File: config.mk
export PLATFORM = sky130hd
export DESIGN_NAME = ctrl_pipeline
export DESIGN_NICKNAME = d
export VERILOG_FILES = /design/src/rtl/rv_ctrl_pkg.sv /design/src/rtl/ctrl_stage_reg.sv /design/src/rtl/ctrl_pipeline.sv
export SDC_FILE = /design/constraint.sdc
export NUM_CORES = 1
export LEC_CHECK = 0
export CORE_ASPECT_RATIO = 0.6
export CORE_MARGIN = 2
export CORE_UTILIZATION = 30
export CTS_CLUSTER_SIZE = 8
export DETAILED_ROUTE_END_ITERATION = 7
export DONT_BUFFER_PORTS = 1
export HOLD_SLACK_MARGIN = 0.15
export PLACE_DENSITY = 0.54
export SYNTH_ARGS = -nofsm -noshare
export SYNTH_HDL_FRONTEND = slang
export SYNTH_SLANG_ARGS = --single-unit
File: constraint.sdc
create_clock -name clk -period 2.6 [get_ports clk]
set_input_delay 0.52 -clock clk [delete_from_list [all_inputs] [get_ports clk]]
set_output_delay 0.52 -clock clk [all_outputs]
set_load 0.03 [all_outputs]
File: src/rtl/rv_ctrl_pkg.sv
// ----------------------------------------------------------------------------
// rv_ctrl_pkg
// Shared definitions for the decoder -> pipeline control interface.
//   CTRL_W          : width of the control bundle
//   CTRL_*          : bit offsets inside the bundle (MSB first):
//                     {RegWrite, ResultSrc[1:0], MemRead, MemWrite, ALUOp[1:0],
//                      ALUSrc, ALUASrc, Branch, Jump[1:0]}
//   res_src_e       : ResultSrc encodings
//   FWD_*           : EX operand forwarding select values
// ----------------------------------------------------------------------------
package rv_ctrl_pkg;

   localparam int CTRL_W = 12;

   // Offsets of single bits, or the LSB of multi-bit fields.
   localparam int CTRL_REGWRITE = 11;
   localparam int CTRL_RESSRC   = 9;   // [10:9]
   localparam int CTRL_MEMREAD  = 8;
   localparam int CTRL_MEMWRITE = 7;
   localparam int CTRL_ALUOP    = 5;   // [6:5]
   localparam int CTRL_ALUSRC   = 4;
   localparam int CTRL_ALUASRC  = 3;
   localparam int CTRL_BRANCH   = 2;
   localparam int CTRL_JUMP     = 0;   // [1:0]

   typedef enum logic [1:0] {
      RES_ALU = 2'b00,
      RES_MEM = 2'b01,
      RES_IMM = 2'b10,
      RES_PC4 = 2'b11
   } res_src_e;

   localparam logic [1:0] FWD_RF  = 2'b00;
   localparam logic [1:0] FWD_WB  = 2'b01;
   localparam logic [1:0] FWD_MEM = 2'b10;

   function automatic res_src_e res_src(input logic [CTRL_W-1:0] c);
      return res_src_e'(c[CTRL_RESSRC +: 2]);
   endfunction

endpackage

File: src/rtl/ctrl_stage_reg.sv
// ----------------------------------------------------------------------------
// ctrl_stage_reg
// One pipeline stage register: a valid bit plus a payload (control bundle,
// destination and, for EX, the source register fields).
//   clk, rst_n : clock, asynchronous active-low reset (clears everything)
//   hold_i     : keep current contents (takes precedence over bubble_i)
//   bubble_i   : load an empty slot (valid=0, payload=0)
//   valid_i    : incoming valid
//   data_i     : incoming payload
//   valid_o    : registered valid
//   data_o     : registered payload
// ----------------------------------------------------------------------------
module ctrl_stage_reg #(
   parameter int DW = 17
) (
   input  logic          clk,
   input  logic          rst_n,
   input  logic          hold_i,
   input  logic          bubble_i,
   input  logic          valid_i,
   input  logic [DW-1:0] data_i,
   output logic          valid_o,
   output logic [DW-1:0] data_o
);

   logic          valid_d, valid_q;
   logic [DW-1:0] data_d,  data_q;

   always_comb begin
      valid_d = valid_q;
      data_d  = data_q;
      if (!hold_i) begin
         if (bubble_i) begin
            valid_d = 1'b0;
            data_d  = '0;
         end else begin
            valid_d = valid_i;
            data_d  = data_i;
         end
      end
   end

   always_ff @(posedge clk or negedge rst_n) begin
      if (!rst_n) begin
         valid_q <= 1'b0;
         data_q  <= '0;
      end else begin
         valid_q <= valid_d;
         data_q  <= data_d;
      end
   end

   assign valid_o = valid_q;
   assign data_o  = data_q;

endmodule

File: src/rtl/ctrl_pipeline.sv
// ----------------------------------------------------------------------------
// ctrl_pipeline
// Carries the decoded control bundle from ID through EX, MEM and WB, and
// produces the hazard controls (load-use stall, redirect flush, data-memory
// freeze) and the EX operand forwarding selects for a 5-stage RV32I core.
//   clk, rst_n                 : clock, asynchronous active-low reset
//   id_valid, id_ctrl          : ID instruction present, its control bundle
//   id_rs1, id_rs2, id_rd      : ID register fields
//   ex_redirect                : branch taken / jump resolved in EX
//   mem_ready                  : data memory completes this cycle
//   stall_id, flush_id         : hold / squash the IF/ID register
//   {ex,mem,wb}_valid/ctrl/rd  : per-stage occupancy, bundle, destination
//   fwd_a, fwd_b               : EX operand select (00 RF, 01 WB, 10 MEM)
// Optional feature macro CTRL_PIPE_PERF_EN adds saturating stall_cycles and
// flush_cycles counters (CNT_W wide).
// ----------------------------------------------------------------------------
module ctrl_pipeline
   import rv_ctrl_pkg::*;
#(
   parameter int RA_W   = 5,
   parameter int CTRL_W = rv_ctrl_pkg::CTRL_W,
   parameter int CNT_W  = 32
) (
   input  logic              clk,
   input  logic              rst_n,
   input  logic              id_valid,
   input  logic [CTRL_W-1:0] id_ctrl,
   input  logic [RA_W-1:0]   id_rs1,
   input  logic [RA_W-1:0]   id_rs2,
   input  logic [RA_W-1:0]   id_rd,
   input  logic              ex_redirect,
   input  logic              mem_ready,
   output logic              stall_id,
   output logic              flush_id,
   output logic              ex_valid,
   output logic              mem_valid,
   output logic              wb_valid,
   output logic [CTRL_W-1:0] ex_ctrl,
   output logic [CTRL_W-1:0] mem_ctrl,
   output logic [CTRL_W-1:0] wb_ctrl,
   output logic [RA_W-1:0]   ex_rd,
   output logic [RA_W-1:0]   mem_rd,
   output logic [RA_W-1:0]   wb_rd,
`ifdef CTRL_PIPE_PERF_EN
   output logic [CNT_W-1:0]  stall_cycles,
   output logic [CNT_W-1:0]  flush_cycles,
`endif
   output logic [1:0]        fwd_a,
   output logic [1:0]        fwd_b
);

   localparam int EX_DW = CTRL_W + 3 * RA_W;
   localparam int WB_DW = CTRL_W + RA_W;

   logic              freeze, redirect, load_use;
   logic [CTRL_W-1:0] id_ctrl_in;
   logic [RA_W-1:0]   ex_rs1, ex_rs2;
   logic [EX_DW-1:0]  ex_data;
   logic [WB_DW-1:0]  mem_data, wb_data;

   // A write to x0 is meaningless; dropping RegWrite here keeps x0 out of
   // every forwarding and writeback decision downstream.
   always_comb begin
      id_ctrl_in = id_ctrl;
      if (id_rd == '0) id_ctrl_in[CTRL_REGWRITE] = 1'b0;
   end

   // Priority: freeze > redirect > load_use. rs2 is compared even for
   // formats without rs2; the occasional false stall is harmless.
   assign freeze   = mem_valid & (mem_ctrl[CTRL_MEMREAD] | mem_ctrl[CTRL_MEMWRITE])
                     & ~mem_ready;
   assign redirect = ~freeze & ex_redirect;
   assign load_use = ~freeze & ~ex_redirect & ex_valid & ex_ctrl[CTRL_MEMREAD]
                     & (ex_rd != '0) & id_valid
                     & ((ex_rd == id_rs1) | (ex_rd == id_rs2));

   assign stall_id = freeze | load_use;
   assign flush_id = redirect;

   ctrl_stage_reg #(.DW(EX_DW)) u_ex (
      .clk      (clk),
      .rst_n    (rst_n),
      .hold_i   (freeze),
      .bubble_i (redirect | load_use | ~id_valid),
      .valid_i  (id_valid),
      .data_i   ({id_ctrl_in, id_rd, id_rs1, id_rs2}),
      .valid_o  (ex_valid),
      .data_o   (ex_data)
   );
   assign {ex_ctrl, ex_rd, ex_rs1, ex_rs2} = ex_data;

   ctrl_stage_reg #(.DW(WB_DW)) u_mem (
      .clk      (clk),
      .rst_n    (rst_n),
      .hold_i   (freeze),
      .bubble_i (1'b0),
      .valid_i  (ex_valid),
      .data_i   ({ex_ctrl, ex_rd}),
      .valid_o  (mem_valid),
      .data_o   (mem_data)
   );
   assign {mem_ctrl, mem_rd} = mem_data;

   // While MEM is frozen WB takes a bubble so the frozen instruction
   // retires exactly once, when the freeze lifts.
   ctrl_stage_reg #(.DW(WB_DW)) u_wb (
      .clk      (clk),
      .rst_n    (rst_n),
      .hold_i   (1'b0),
      .bubble_i (freeze),
      .valid_i  (mem_valid),
      .data_i   ({mem_ctrl, mem_rd}),
      .valid_o  (wb_valid),
      .data_o   (wb_data)
   );
   assign {wb_ctrl, wb_rd} = wb_data;

   // A load in MEM has no data yet, so it never forwards; the load-use
   // stall ensures the consumer sees it from WB instead.
   logic mem_fwd_ok, wb_fwd_ok;
   assign mem_fwd_ok = mem_valid & mem_ctrl[CTRL_REGWRITE] & (mem_rd != '0)
                       & (res_src(mem_ctrl) != RES_MEM);
   assign wb_fwd_ok  = wb_valid & wb_ctrl[CTRL_REGWRITE] & (wb_rd != '0);

   always_comb begin
      fwd_a = FWD_RF;
      fwd_b = FWD_RF;
      if (mem_fwd_ok && mem_rd == ex_rs1)     fwd_a = FWD_MEM;
      else if (wb_fwd_ok && wb_rd == ex_rs1)  fwd_a = FWD_WB;
      if (mem_fwd_ok && mem_rd == ex_rs2)     fwd_b = FWD_MEM;
      else if (wb_fwd_ok && wb_rd == ex_rs2)  fwd_b = FWD_WB;
   end

`ifdef CTRL_PIPE_PERF_EN
   logic [CNT_W-1:0] stall_cnt_d, stall_cnt_q;
   logic [CNT_W-1:0] flush_cnt_d, flush_cnt_q;

   always_comb begin
      stall_cnt_d = stall_cnt_q;
      flush_cnt_d = flush_cnt_q;
      if (stall_id && stall_cnt_q != '1) stall_cnt_d = stall_cnt_q + 1'b1;
      if (flush_id && flush_cnt_q != '1) flush_cnt_d = flush_cnt_q + 1'b1;
   end

   always_ff @(posedge clk or negedge rst_n) begin
      if (!rst_n) begin
         stall_cnt_q <= '0;
         flush_cnt_q <= '0;
      end else begin
         stall_cnt_q <= stall_cnt_d;
         flush_cnt_q <= flush_cnt_d;
      end
   end

   assign stall_cycles = stall_cnt_q;
   assign flush_cycles = flush_cnt_q;
`endif

endmodule

==> impl_metrics.yaml, run 1 <==
placement:
  port_buffers: 0
  gp_congestion: 0.7540
  placed_area_mm2: 0.003284
  post-place-ws_ns: 0.2786
  dp_hpwl_um: 5989
setup_path:
  crit_required_ns: 2.08
  reg2reg_slack_ns: 0.70
  cp-start-kind: "flop"
  crit_arrival_ns: 2.02
  ff2ff_path_depth: 5
  end_kind: "output port"
  worstReg2RegEnd: "u_ex.data_o[11]"
  reg2reg_from: "u_ex.data_o[10]"
  path_class: "flop to output port"
  worst-path-max-fanout: 2
sta:
  max_slew.worst_pin.slew_ns: 0.5887
  maxSlewHeadroom_pct: 60.75
  fmaxAchievable_ghz: 0.3935
  skew_ns: 0.004977
  hold_viol_final: 0
  fin_crit_sh_pct: 97.75
  rsz0062_at_grt: "true"
  final-max-slew-violation-count: 0
  setup_slack_ns: 0.05861
  setup_viol: 0
  tns_ns: 0
  min_period_ns: 2.541
pwr:
  leakagePower_nw: 1.555
  powerDensity_mw_per_mm2: 915.8
  power.total_w: 0.003385
  ir_drop_uv: 414.0
global_routing:
  top_usage_layer: "met2"
  grt_use_met2_pct: 22.08
  use_met1_pct: 22.05
  grt_pass1_wl_um: 13320
  grt_start_max_net_pins: 65
  grt_pass1_vias: 2214
  grt-ovfl-total: 0
  gr-usage-all-layers_pct: 16.46
  grt_antenna_before_repair: 0
  grtUsageMet3_pct: 8.608
min_path:
  holdPathEnd: "u_ex.data_o[3]"
  worst_hold_startpoint: "id_rs2[3]"
  whs_path_depth: 2
  hold_path.class: "input pin to flop"
yosys:
  syn-cell-area_mm2: 0.003084
  synth-warning-count: 0
  synth-main-ff-cell: "dfrtp_1"
  synth_seq_cells: 64
  synth_cell_types: 29
  syn_avg_cell_area_um2: 10.98
  synthesis.nets: 313
  ys_top_cells_by_count: "64 x dfrtp_1, 29 x nand2_1, 27 x a32oi_1"
  synth.area.top_cells: "dfrtp_1 52%, a32oi_1 7.7%, mux2_2 6.2%"
  yosysMostFrequentCell: "dfrtp_1"
  yosysSeqAreaShare_pct: 51.93
  netlist.area_leader.share_pct: 51.93
  synth-edff-count: 0
  synthCells: 281
  async_flop_share_pct: 100.0
  synth_top_area_cell: "dfrtp_1"
die:
  die_h_um: 82.54
  die_area_mm2: 0.01113
  coreArea_mm2: 0.009915
  ioPinCount: 92
  die_w_um: 134.9
  std_cell_rows: 28
  start_util_pct: 31.11
layout:
  post-route-util_pct: 37.28
  layout.nets: 316
  nFillCells: 974
  drive_gt1_share_pct: 26.30
  areaGrowthSynthToFinish_pct: 19.84
  regArea_mm2: 0.001604
  multiInputGateArea_mm2: 0.001378
  n_antenna_cell: 0
  stdcell_area_mm2: 0.003696
cts:
  clkLatencyLatePin_ns: 0.33
  cts_buffer_depth: 2
  clock_sinks: 64
  clk_pin_slew_worst_paths_ns: 0.06
  cts_tree: "done"
  root_buffer: "clkbuf_16"
  htreeDepth: 3
  cts_inserted_buffers: 9
drt:
  viasPerCell: 5.177
  drt_iter0_markers: 143
  via_count: 2195
  wire_per_inst_um: 19.88
  drc_errors: 0
  dr.pass1.iters: 4
  drt_wl_total_um: 8427
  ant_nets: 0
run:
  maxCapViolations: 0
outcome:
  status: "completed"
[where the power goes]
| group | leakage (nW) | total [W] | switching [W] | internal, W |
|---|---|---|---|---|
| Clock | 0.139 | 0.00120 | 0.000457 | 0.000747 |
| Combinational | 0.585 | 0.000651 | 0.000381 | 0.000270 |
| Sequential | 0.830 | 0.00153 | 0.000383 | 0.00115 |
| Total | 1.56 | 0.00338 | 0.00122 | 0.00216 |
[sequential cells by signal, summed over array words and instances (netlist names)]
register       count
u_mem.data_o      17
u_wb.data_o       17
u_ex.data_o       27
u_mem.valid_o      1
u_wb.valid_o       1
u_ex.valid_o       1
[what timing repair did]
action                     4_1_cts  5_1_grt
pin swaps                        0        4
gates cloned                     0        0
hold endpoints to repair        64        0
hold buffers                     2        0
gates resized for setup          2        9
setup endpoints to repair        2        2
buffers inserted                 0        2
[worst max path at each step]
stage / endpoint / cells past startpoint / slack (ns) / start
after CTS: fwd_b[0] / 5 / -0.03 / u_mem.data_o[3]
after global placement: fwd_a[0] / 5 / 0.31 / u_mem.data_o[3]
after floorplan: fwd_a[0] / 4 / 0.04 / u_mem.data_o[3]
final: fwd_b[0] / 6 / 0.06 / u_mem.data_o[3]
after global routing: fwd_b[0] / 6 / -0.02 / u_mem.data_o[3]
after detailed placement: fwd_b[0] / 5 / 0.28 / u_mem.data_o[3]
[area by class of cell]
cell class                      instances  area share, %
Timing Repair Buffer                   28          6.737
Tap cell                              135          4.570
Clock inverter                          6          1.828
Multi-Input combinational cell        181          37.27
Clock buffer                           10          6.195
Sequential cell                        64          43.40
[layout by cell type (no fill, tap or decap), drive strengths merged]
cell and count:
and2 2, o211ai 1, o2111ai 3, clkinv 1, or2 2, inv 2
nand2b 3, nor2b 17, a22oi 1, nor2 2, nor3 3, buf 27
o21ai 28, mux2 17, a32oi 27, nand2 29, dlygate4sd3 1, nand3 4
or4 4, o21a 1, dfrtp 64, a21o 1, clkinvlp 2, xor2 14
clkbuf 10, xnor2 16, nor4 4, bufinv 1, o22ai 1, o21ba 1
[routing by layer]
layer  up-vias  share of wire [%]
li1       1002                  -
met1      1093                 48
met2        91                 40
met3         9                 11
met4         0                1.1
met5         -                  0
[critical path: stages, from the launching register on]
cell       delay [ns]
dfrtp_1          0.37
or4_4            0.55
o2111ai_4        0.22
buf_4            0.16
nor4_4           0.04
nor4_4           0.14
buf_4            0.20
[per-stage QoR]
step                      instances  hold slack (ns)
final                           424           0.3147
after global routing            424           0.3057
after CTS                       422           0.3032
after detailed placement        404           0.2263
after global placement          404           0.2258
after floorplan                 281           0.2244
[logic make-up (layout without fill, tap and decap cells)]
logic type	count (synthesis)	in the layout	share of synthesized area [%]
AO/OA/AOI/OAI	64	64	14.73
XOR/XNOR	30	30	8.519
multiplexers	17	17	6.207
flip-flops	64	64	51.93
buffers and inverters	36	44	7.059
AND/OR/NAND/NOR	70	70	11.56
Note: power is estimated with default switching activity, not from simulation.
==> run 2: changes to the inputs <==
Settings changed: CTS_CLUSTER_DIAMETER set to 200, GPL_TIMING_DRIVEN set to 0, SKIP_CTS_REPAIR_TIMING set to 1.
==> impl_metrics.yaml, run 2 (synthesis results as in run 1) <==
outcome:
  status: "finished with violations"
  violations: "setup timing"
cts:
  clkLatencyLatePin_ns: 0.34
  clock_sinks: 64
  cts_inserted_buffers: 9
  cts_buffer_depth: 2
  htreeDepth: 3
  clk_pin_slew_worst_paths_ns: 0.05
  cts_tree: "done"
  root_buffer: "clkbuf_16"
die:
  die_w_um: 134.9
  coreArea_mm2: 0.009915
  die_area_mm2: 0.01113
  std_cell_rows: 28
  start_util_pct: 31.11
  ioPinCount: 92
  die_h_um: 82.54
global_routing:
  grt-ovfl-total: 0
  grt_pass1_wl_um: 13750
  grt_start_max_net_pins: 65
  gr-usage-all-layers_pct: 17.05
  grt_pass1_vias: 2280
  grt_antenna_before_repair: 0
layout:
  largest_register_ff_count: 27
  mostFrequentLayoutCells: "55 x dfrtp_1, 29 x nand2_1, 27 x a32oi_1"
  final_common_cell: "dfrtp_1"
  n_antenna_cell: 0
  drive_gt1_share_pct: 28.43
  areaGrowthSynthToFinish_pct: 21.74
  layout.nets: 333
  multiInputGateArea_mm2: 0.001348
  regArea_mm2: 0.001613
  nFillCells: 1005
sta:
  fmaxAchievable_ghz: 0.3511
  final-max-slew-violation-count: 0
  setup_viol: 2
  min_period_ns: 2.848
  whs_ns: 0.3106
  maxSlewHeadroom_pct: 55.23
  rsz0062_at_grt: "true"
  skew_ns: 0.005539
  hold_viol_final: 0
  max_slew.worst_pin.slew_ns: 0.6665
  fin_crit_sh_pct: 109.6
  setup_slack_ns: -0.2483
drt:
  wire_per_inst_um: 20.21
  ant_nets: 0
  drt_wl_total_um: 8912
  via_count: 2273
  dr.pass1.iters: 5
  viasPerCell: 5.154
  drc_errors: 0
  drt_iter0_markers: 166
setup_path:
  end_kind: "output port"
  path_class: "flop to output port"
  crit_arrival_ns: 2.33
  worst-path-max-fanout: 6
  cp-start-kind: "flop"
  crit_required_ns: 2.08
run:
  maxCapViolations: 0
pwr:
  ir_drop_uv: 340.1
  powerDensity_mw_per_mm2: 912.9
  leakagePower_nw: 1.588
placement:
  dp_hpwl_um: 6452
  port_buffers: 0
  gp_congestion: 0.8079
  post-place-ws_ns: -0.1863
min_path:
  hold_path.class: "input pin to flop"
run 2: final cells by class:
type / count / share of cell area [%]
Timing Repair Buffer: 10 / 2.599
Sequential cell: 64 / 42.95
Tap cell: 135 / 4.499
Clock inverter: 7 / 2.133
Clock buffer: 9 / 5.998
Buffer: 35 / 5.931
Multi-Input combinational cell: 181 / 35.89
run 2: path summary, 6_finish.rpt:
check | from | to | slack, ns | cells after the start
min | id_rs2[4] | u_ex.data_o[4] | 0.31 | 2
max reg2reg | u_mem.valid_o | u_wb.data_o[2] | 0.68 | 5
min reg2reg | u_ex.data_o[19] | u_ex.data_o[19] | 0.53 | 2
max | u_mem.data_o[3] | fwd_b[0] | -0.25 | 4
max in group asynchronous | rst_n | u_ex.data_o[13] | 1.57 | 2
min in group asynchronous | rst_n | u_wb.data_o[11] | 0.72 | 2
run 2: through the flow:
| step | power [W] | TNS [ns] | util (%) | area [µm²] | cells |
|---|---|---|---|---|---|
| floorplan | 0.001968 | 0 | - | 3127 | 281 |
| global placement | 0.002112 | -0.3875 | 33.24 | 3296 | 416 |
| detailed placement | 0.002128 | -0.4319 | 33.24 | 3296 | 416 |
| CTS | 0.003373 | -2.221 | 36.32 | 3601 | 432 |
| global route | 0.003577 | -0.6047 | 37.87 | 3755 | 441 |
| finish | 0.003428 | -0.4458 | 37.87 | 3755 | 441 |
run 2: report_power, final:
group          leakage (nW)  switching (W)  internal (W)  total [W]
Sequential            0.821       0.000402       0.00115    0.00155
Combinational         0.624       0.000360      0.000281   0.000640
Clock                 0.143       0.000484      0.000751    0.00124
run 2: layer usage:
layer / GRT usage, % / share of wire, %
met4: 5.684 / 0.95
met1: 23.24 / 49
met3: 8.791 / 11
met2: 22.94 / 39
met5: 0 / 0
run 2: worst max-delay path, stage by stage, from the launching register on:
cell       delay (ns)
dfrtp_2          0.51
or4_4            0.59
o2111ai_4        0.30
nor4_4           0.13
nor4_4           0.47
